$ cat src/rtl/wave_scheduler.sv
// -----------------------------------------------------------------------------
// wave_scheduler
//
// Game sequencer for a falling-wave dodging game. Up to three "waves"
// (horizontal rows of obstacles, each with a three-column gap) descend the
// board one row per step. A wave leaving the bottom row re-enters at the top
// with a new gap position and scores one point. Every eighth point shortens
// the step period down to a floor.
//
// Optional feature (define the macro to enable):
//   HIGH_SCORE_EN  - keep the best score across games. Without it,
//                    high_score is tied to zero and no compare logic exists.
//
// Parameters
//   BOARD_HEIGHT  rows on the board; waves travel from BOARD_HEIGHT-2 to 1
//   BOARD_WIDTH   columns per wave bitfield (only 40 is supported)
//   BASE_PERIOD   clk cycles per step at game start
//   MIN_PERIOD    floor on the step period
//   PERIOD_STEP   period decrement per speed-up
//   WAVE_GAP      steps between activation of successive waves
//
// Ports
//   clk         in   rising-edge clock
//   rst         in   asynchronous active-high reset
//   start       in   one-cycle pulse: begin a game (from IDLE or DEAD)
//   death       in   collision flag from the player logic
//   running     out  high while a game is in progress
//   waveN_y     out  row of wave N (0 when the wave is inactive)
//   waveN_bf    out  occupied columns of wave N (0 when inactive)
//   score       out  current score, saturating at 0xFFFF
//   high_score  out  best score (HIGH_SCORE_EN) or 0
// -----------------------------------------------------------------------------
module wave_scheduler #(
  parameter int BOARD_HEIGHT = 20,
  parameter int BOARD_WIDTH  = 40,
  parameter int BASE_PERIOD  = 50000000,
  parameter int MIN_PERIOD   = 10000000,
  parameter int PERIOD_STEP  = 5000000,
  parameter int WAVE_GAP     = 6
) (
  input  logic                   clk,
  input  logic                   rst,
  input  logic                   start,
  input  logic                   death,
  output logic                   running,
  output logic [7:0]             wave0_y,
  output logic [7:0]             wave1_y,
  output logic [7:0]             wave2_y,
  output logic [BOARD_WIDTH-1:0] wave0_bf,
  output logic [BOARD_WIDTH-1:0] wave1_bf,
  output logic [BOARD_WIDTH-1:0] wave2_bf,
  output logic [15:0]            score,
  output logic [15:0]            high_score
);

  localparam logic [7:0]  TOP_Y     = 8'(BOARD_HEIGHT - 2);
  localparam logic [31:0] BASE_P    = 32'(BASE_PERIOD);
  localparam logic [31:0] MIN_P     = 32'(MIN_PERIOD);
  localparam logic [31:0] STEP_P    = 32'(PERIOD_STEP);
  localparam logic [15:0] GAP1      = 16'(WAVE_GAP);
  localparam logic [15:0] GAP2      = 16'(2 * WAVE_GAP);
  localparam logic [15:0] LFSR_SEED = 16'hACE1;
  localparam logic [15:0] GAP_MOD   = 16'(BOARD_WIDTH - 2);

  typedef enum logic [1:0] {
    IDLE = 2'd0,
    RUN  = 2'd1,
    DEAD = 2'd2
  } state_t;

  // Wave bitfield: all columns occupied except a three-column hole at g.
  function automatic logic [BOARD_WIDTH-1:0] gap_bf(input logic [15:0] rnd);
    logic [15:0]            g;
    logic [BOARD_WIDTH-1:0] hole;
    g    = rnd % GAP_MOD;
    hole = {{(BOARD_WIDTH-3){1'b0}}, 3'b111} << g;
    return ~hole;
  endfunction

  // ---------------------------------------------------------------------------
  // State
  // ---------------------------------------------------------------------------
  state_t                        state_q,    state_d;
  logic [31:0]                   cyc_q,      cyc_d;
  logic [15:0]                   step_cnt_q, step_d;
  logic [31:0]                   period_q,   period_d;
  logic [15:0]                   score_q,    score_d;
  logic [15:0]                   lfsr_q,     lfsr_d;
  logic [2:0][7:0]               y_q,        y_d;
  logic [2:0][BOARD_WIDTH-1:0]   bf_q,       bf_d;

  logic [BOARD_WIDTH-1:0]        fresh_bf;
  logic [1:0]                    wraps;
  logic [16:0]                   score_sum;
  logic                          lfsr_fb;

  // Fibonacci LFSR, taps 16,14,13,11. Free-running in every state so the
  // gap positions depend on when the player presses start.
  assign lfsr_fb = lfsr_q[0] ^ lfsr_q[2] ^ lfsr_q[3] ^ lfsr_q[5];
  assign lfsr_d  = {lfsr_fb, lfsr_q[15:1]};

  // ---------------------------------------------------------------------------
  // Next-state and datapath
  // ---------------------------------------------------------------------------
  always_comb begin
    // NOTE: every signal written here gets a default first; a path that left
    // one unassigned would infer a latch.
    state_d   = state_q;
    cyc_d     = cyc_q;
    step_d    = step_cnt_q;
    period_d  = period_q;
    score_d   = score_q;
    y_d       = y_q;
    bf_d      = bf_q;
    fresh_bf  = gap_bf(lfsr_q);
    wraps     = 2'd0;
    score_sum = 17'd0;

    unique case (state_q)
      IDLE, DEAD: begin
        if (start) begin
          state_d  = RUN;
          score_d  = 16'd0;
          period_d = BASE_P;
          cyc_d    = 32'd0;
          step_d   = 16'd0;
          y_d[0]   = TOP_Y;
          bf_d[0]  = fresh_bf;
          y_d[1]   = 8'd0;
          bf_d[1]  = '0;
          y_d[2]   = 8'd0;
          bf_d[2]  = '0;
        end
      end

      RUN: begin
        // Death wins over a coincident step: the board freezes as it was.
        if (death) begin
          state_d = DEAD;
        end else if (cyc_q == period_q - 32'd1) begin
          cyc_d = 32'd0;

          // Active waves (y != 0) descend; one on row 1 wraps to the top.
          for (int i = 0; i < 3; i++) begin
            if (y_q[i] == 8'd1) begin
              y_d[i]  = TOP_Y;
              bf_d[i] = fresh_bf;
              wraps   = wraps + 2'd1;
            end else if (y_q[i] != 8'd0) begin
              y_d[i] = y_q[i] - 8'd1;
            end
          end

          // Step counter only matters until both late waves are launched.
          if (step_cnt_q < GAP2) begin
            step_d = step_cnt_q + 16'd1;
            if (step_d == GAP1) begin
              y_d[1]  = TOP_Y;
              bf_d[1] = fresh_bf;
            end
            if (step_d == GAP2) begin
              y_d[2]  = TOP_Y;
              bf_d[2] = fresh_bf;
            end
          end

          score_sum = {1'b0, score_q} + {15'd0, wraps};
          score_d   = score_sum[16] ? 16'hFFFF : score_sum[15:0];

          // Crossing a multiple of eight speeds the game up. The counter
          // restarts at 0 this cycle, so the new period governs the next count.
          if (score_d[15:3] != score_q[15:3]) begin
            period_d = (period_q >= MIN_P + STEP_P) ? (period_q - STEP_P) : MIN_P;
          end
        end else begin
          cyc_d = cyc_q + 32'd1;
        end
      end

      default: state_d = IDLE;
    endcase
  end

  // ---------------------------------------------------------------------------
  // Registers
  // ---------------------------------------------------------------------------
  always_ff @(posedge clk or posedge rst) begin
    if (rst) begin
      // NOTE: the wave row/bitfield arrays drive outputs directly and must read
      // as zero in reset, so unlike a storage memory they are reset here.
      state_q    <= IDLE;
      running    <= 1'b0;
      cyc_q      <= 32'd0;
      step_cnt_q <= 16'd0;
      period_q   <= BASE_P;
      score_q    <= 16'd0;
      lfsr_q     <= LFSR_SEED;
      y_q        <= '0;
      bf_q       <= '0;
    end else begin
      // NOTE: non-blocking assignments so every register samples the values
      // from before this edge, independent of statement order.
      state_q    <= state_d;
      running    <= (state_d == RUN);
      cyc_q      <= cyc_d;
      step_cnt_q <= step_d;
      period_q   <= period_d;
      score_q    <= score_d;
      lfsr_q     <= lfsr_d;
      y_q        <= y_d;
      bf_q       <= bf_d;
    end
  end

  assign wave0_y  = y_q[0];
  assign wave1_y  = y_q[1];
  assign wave2_y  = y_q[2];
  assign wave0_bf = bf_q[0];
  assign wave1_bf = bf_q[1];
  assign wave2_bf = bf_q[2];
  assign score    = score_q;

  // ---------------------------------------------------------------------------
  // Best score
  // ---------------------------------------------------------------------------
`ifdef HIGH_SCORE_EN
  logic [15:0] high_q;
  logic        dead_entry;

  // score_q is frozen on the death cycle, so it is the final game score.
  assign dead_entry = (state_q == RUN) && death;

  always_ff @(posedge clk or posedge rst) begin
    if (rst) begin
      high_q <= 16'd0;
    end else if (dead_entry && (score_q > high_q)) begin
      high_q <= score_q;
    end
  end

  assign high_score = high_q;
`else
  assign high_score = 16'd0;
`endif

endmodule

$ cat config.mk
export PLATFORM = sky130hd
export DESIGN_NAME = wave_scheduler
export DESIGN_NICKNAME = d
export VERILOG_FILES = /design/src/rtl/wave_scheduler.sv
export SDC_FILE = /design/constraint.sdc
export NUM_CORES = 1
export LEC_CHECK = 0
export ABC_AREA = 0
export CAP_MARGIN = 30
export CORE_ASPECT_RATIO = 2
export CORE_UTILIZATION = 40
export CTS_BUF_LIST = sky130_fd_sc_hd__clkbuf_2 sky130_fd_sc_hd__clkbuf_4 sky130_fd_sc_hd__clkbuf_8
export DETAILED_ROUTE_END_ITERATION = 8
export DONT_BUFFER_PORTS = 1
export GPL_TIMING_DRIVEN = 0
export SYNTH_ARGS = -nofsm -noshare
export SYNTH_HDL_FRONTEND = slang
export SYNTH_SLANG_ARGS = --single-unit
$ cat constraint.sdc
create_clock -name clk -period 11 [get_ports clk]
set_input_delay 1.65 -clock clk [delete_from_list [all_inputs] [get_ports clk]]
set_output_delay 1.65 -clock clk [all_outputs]
set_load 0.02 [all_outputs]
==> run summary <==
• **net count of the finished layout** 1,760
• **initial standard-cell utilization of the core** 40.52%
• **core area** 37,790 µm²
• **Inserted Clock Buffers** 40
• **most instantiated flip-flop cell in the synthesis netlist** sky130_fd_sc_hd__dfrtp_1
• **library cell used as clock root buffer** sky130_fd_sc_hd__clkbuf_8
• **maximum vdd ir drop** 0.0001062 V
• **number of enable flip-flop cells after synthesis** 0
• **kind of end point of the critical path** register
• **detailed placement HPWL** 36.91 mm
• **GR Util All Layers** 25.05%
• **# Post-CTS Setup Buffers** 0
• **CP required** 11,450 ps
• **largest fanout on the critical path** 10
• **cts-stage hold buffer count** 0
• **Critical Path Start Type** register
• **buffers from clock root to sink, at most** 3
• **number of placed instances with taps included** 2,155
• **total global routing overflow** 0
• **Peak Freq** 95.12 MHz
• **Power Dens Cells** 165.3 nW/µm²
• **mean cell area of the mapped netlist** 9.152 µm²
• **placed cell area** 16,030 µm²
• **Max-cap violations** 0
• **Slowest cell on crit path** sky130_fd_sc_hd__a21boi_1
• **sequential area share after synthesis** 41.51%
• **Clock H-tree levels** 2
• **height of the die** 278.7 µm
• **GR Layer Usage met3** 4.133%
• **routed wire length** 48.89 mm
• **share of post-route cells with drive strength above 1** 13.14%
• **Worst Path Arrival** 10,960 ps
• **detail-routed net length per standard cell** 21.93 µm
• **DRC violations left** 0
• **measured slew at the worst slew-check pin** 1045 ps
• **initial drt markers** 800
• **Die ar.** 39,110 µm²
• **pin count of the biggest net entering global routing** 126
• **path length in cells of the critical path** 31
• **final count of hold timing violations** 0
• **remaining antenna violation count after routing** 0
• **via count of the first global-routing pass** 13,410
• **cell family contributing the most delay on the critical path** compound AO/OA/AOI/OAI gates
• **busiest layer in global routing** met2
• **Syn Std Cell Area** 15,310 µm²
• **Final Max Slew Viols** 0
• **DR vias** 13,280
• **fraction of met2 tracks used by global routing** 47.54%
• **final instance count without filler cells** 2,229
• **weighted congestion reported at the end of routability-driven placement** 0.8930
• **Cell variety after synth** 119
• **final setup violation count** 0
• **global-route wire length before repair** 76.13 mm
• **classification of the worst-slack hold path** reg -> reg
• **fraction of met1 tracks used by global routing** 24.90%
• **Buf/Inv on CP** 3
• **clock tree skew after final layout** 50.41 ps
• **Final Instance Area** 16,880 µm²
• **kind of critical path** reg -> reg
• **initial antenna violation count** 1
• **1st-pass router iterations** 7
• **maximum cell stage delay along the critical path** 620 ps
• **number of instances in the synthesized netlist** 1,673
• **number of vias per cell after detailed routing** 5.958
• **Sink Count** 253
• **Pwr Total** 2.790 mW
• **leakage power summed over all cells** 7.049 nW
• **worst slew margin relative to its limit** 30.15%
• **worst r2r path cells** 31
• **minimum clock period** 10,510 ps
• **share of synthesized registers carrying an async set or reset** 100.0%
• **insertion delay of the later-clocked pin in the worst-skew pair** 610 ps
• **ports placed on the boundary** 181
• **unrepaired setup endpoints after global routing** no
• **post-synthesis register bit count** 253
• **final period utilization** 95.58%
• **Horiz. Die Dim** 140.3 µm
• **Std-Cell Rows** 101
• **TritonCTS clock tree** done
• **cell depth of the worst hold path** 0
• **clock input transition at the sequential cells of the worst setup and hold paths** 70 ps
• **status** complete, no violations
• **Syn. warnings** 0
• **Port Buf Inserts** 0
• **layout overhead on the synthesized area** 10.25%
-- sequential cells by signal, indices dropped and copies added (netlist names) --
| signal | count |
|---|---|
| state_q | 2 |
| wave0_bf | 40 |
| wave2_y | 8 |
| wave1_bf | 40 |
| step_cnt_q | 16 |
| lfsr_q | 16 |
| period_q | 26 |
| score | 16 |
| cyc_q | 32 |
| running | 1 |
| wave0_y | 8 |
| wave2_bf | 40 |
| wave1_y | 8 |
-- per-stage QoR --
| stage | hold WS (ps) | TNS (ps) | setup WS [ps] | utilization [%] |
|---|---|---|---|---|
| after global placement | 355.1 | -103510 | -500.4 | 42.20 |
| after floorplan | 349.7 | 0 | 2426 | - |
| after detailed placement | 356.3 | 0 | 706.7 | 42.44 |
| after global routing | 372.2 | 0 | 24.82 | 44.67 |
| after CTS | 366.2 | 0 | 670.5 | 44.65 |
| final | 365.4 | 0 | 486.7 | 44.67 |
-- synth_stat cells, types with 8 or more instances --
cell	number	area (µm²)
sky130_fd_sc_hd__dfrtp_1	233	5831
sky130_fd_sc_hd__nand2_1	180	675.7
sky130_fd_sc_hd__nor2_1	153	574.3
sky130_fd_sc_hd__o21ai_0	104	520.5
sky130_fd_sc_hd__a21oi_1	84	420.4
sky130_fd_sc_hd__nand3_1	64	320.3
sky130_fd_sc_hd__a22o_1	63	551.8
sky130_fd_sc_hd__clkbuf_1	61	229.0
sky130_fd_sc_hd__xnor2_1	51	446.7
sky130_fd_sc_hd__inv_1	49	183.9
sky130_fd_sc_hd__nor3_1	42	210.2
sky130_fd_sc_hd__xor2_1	42	367.9
sky130_fd_sc_hd__o21ai_1	32	160.2
sky130_fd_sc_hd__mux2_2	30	337.8
sky130_fd_sc_hd__nor2b_1	26	162.7
sky130_fd_sc_hd__and3_1	23	143.9
sky130_fd_sc_hd__nor4_1	22	137.6
sky130_fd_sc_hd__buf_4	21	157.7
sky130_fd_sc_hd__ha_1	21	262.8
sky130_fd_sc_hd__dfstp_2	20	525.5
sky130_fd_sc_hd__nand2b_1	19	118.9
sky130_fd_sc_hd__a31oi_1	18	112.6
sky130_fd_sc_hd__or3_1	17	106.4
sky130_fd_sc_hd__nand4_1	15	93.84
sky130_fd_sc_hd__o31ai_1	14	105.1
sky130_fd_sc_hd__o21a_1	13	97.59
sky130_fd_sc_hd__mux2i_1	11	110.1
sky130_fd_sc_hd__o22a_1	11	96.34
sky130_fd_sc_hd__o22ai_1	11	68.82
sky130_fd_sc_hd__buf_2	10	50.05
sky130_fd_sc_hd__a211oi_1	9	67.56
sky130_fd_sc_hd__or4_1	8	60.06
-- routing by layer --
metal,vias to the layer above,routed length [µm]
met5,-,0
met1,6514,17210
met2,435,26400
met3,150,2203
li1,6181,-
met4,0,3078
-- where the power goes --
| part | internal (mW) | switching, mW | leakage (nW) |
|---|---|---|---|
| combinational | 0.199 | 0.392 | 3.34 |
| sequential | 1.06 | 0.270 | 3.26 |
| clock | 0.442 | 0.427 | 0.450 |
-- timing repair --
item,4_1_cts,5_1_grt
endpoints found under the hold margin,0,0
gates resized for setup,0,1
setup endpoints to repair,0,2
-- area by class of cell --
type | instances | area [µm²]
multi-input cells | 1285 | 8346
repair buffers | 4 | 73.82
flip-flops and latches | 253 | 6356
clock inverters | 18 | 143.9
fillers | 3657 | 20910
well taps | 463 | 579.3
plain buffers | 101 | 493.0
inverters | 49 | 191.4
diodes | 1 | 2.502
clock buffers | 55 | 694.4
-- cells in the final DEF, fill, tap and decap left out, types with 48 or more instances in the layout --
master,count
sky130_fd_sc_hd__clkbuf_1,61
sky130_fd_sc_hd__a22o_1,63
sky130_fd_sc_hd__a21oi_1,84
sky130_fd_sc_hd__o21ai_0,104
sky130_fd_sc_hd__nand3_1,64
sky130_fd_sc_hd__nor2_1,153
sky130_fd_sc_hd__inv_1,48
sky130_fd_sc_hd__nand2_1,180
sky130_fd_sc_hd__dfrtp_1,233
sky130_fd_sc_hd__xnor2_1,51
-- logic make-up after synthesis --
| kind of cell | after synthesis | share of synthesized area [%] |
|---|---|---|
| other | 1 | 0.02449 |
| multiplexers | 44 | 3.187 |
| flip-flops | 253 | 41.51 |
| buffers and inverters | 150 | 4.421 |
| adder cells (fa/ha/maj) | 24 | 1.986 |
| XOR/XNOR | 95 | 5.606 |
| AO/OA/AOI/OAI | 485 | 23.37 |
| AND/OR/NAND/NOR | 621 | 19.89 |
-- final timing paths --
check / from / endpoint / slack [ps]
worst max-delay path: lfsr_q[15]$_DFF_PP1_ / wave2_bf[20]$_DFFE_PP0P_ / 490
worst min-delay path: lfsr_q[6]$_DFF_PP1_ / lfsr_q[5]$_DFF_PP1_ / 370
worst max register to register: lfsr_q[15]$_DFF_PP1_ / wave2_bf[20]$_DFFE_PP0P_ / 490
worst min register to register: lfsr_q[6]$_DFF_PP1_ / lfsr_q[5]$_DFF_PP1_ / 370
max in group asynchronous: rst / wave1_bf[1]$_DFFE_PP0P_ / 8790
min in group asynchronous: rst / wave0_bf[19]$_DFFE_PP0P_ / 840
Power figures use the tool's default switching activity.
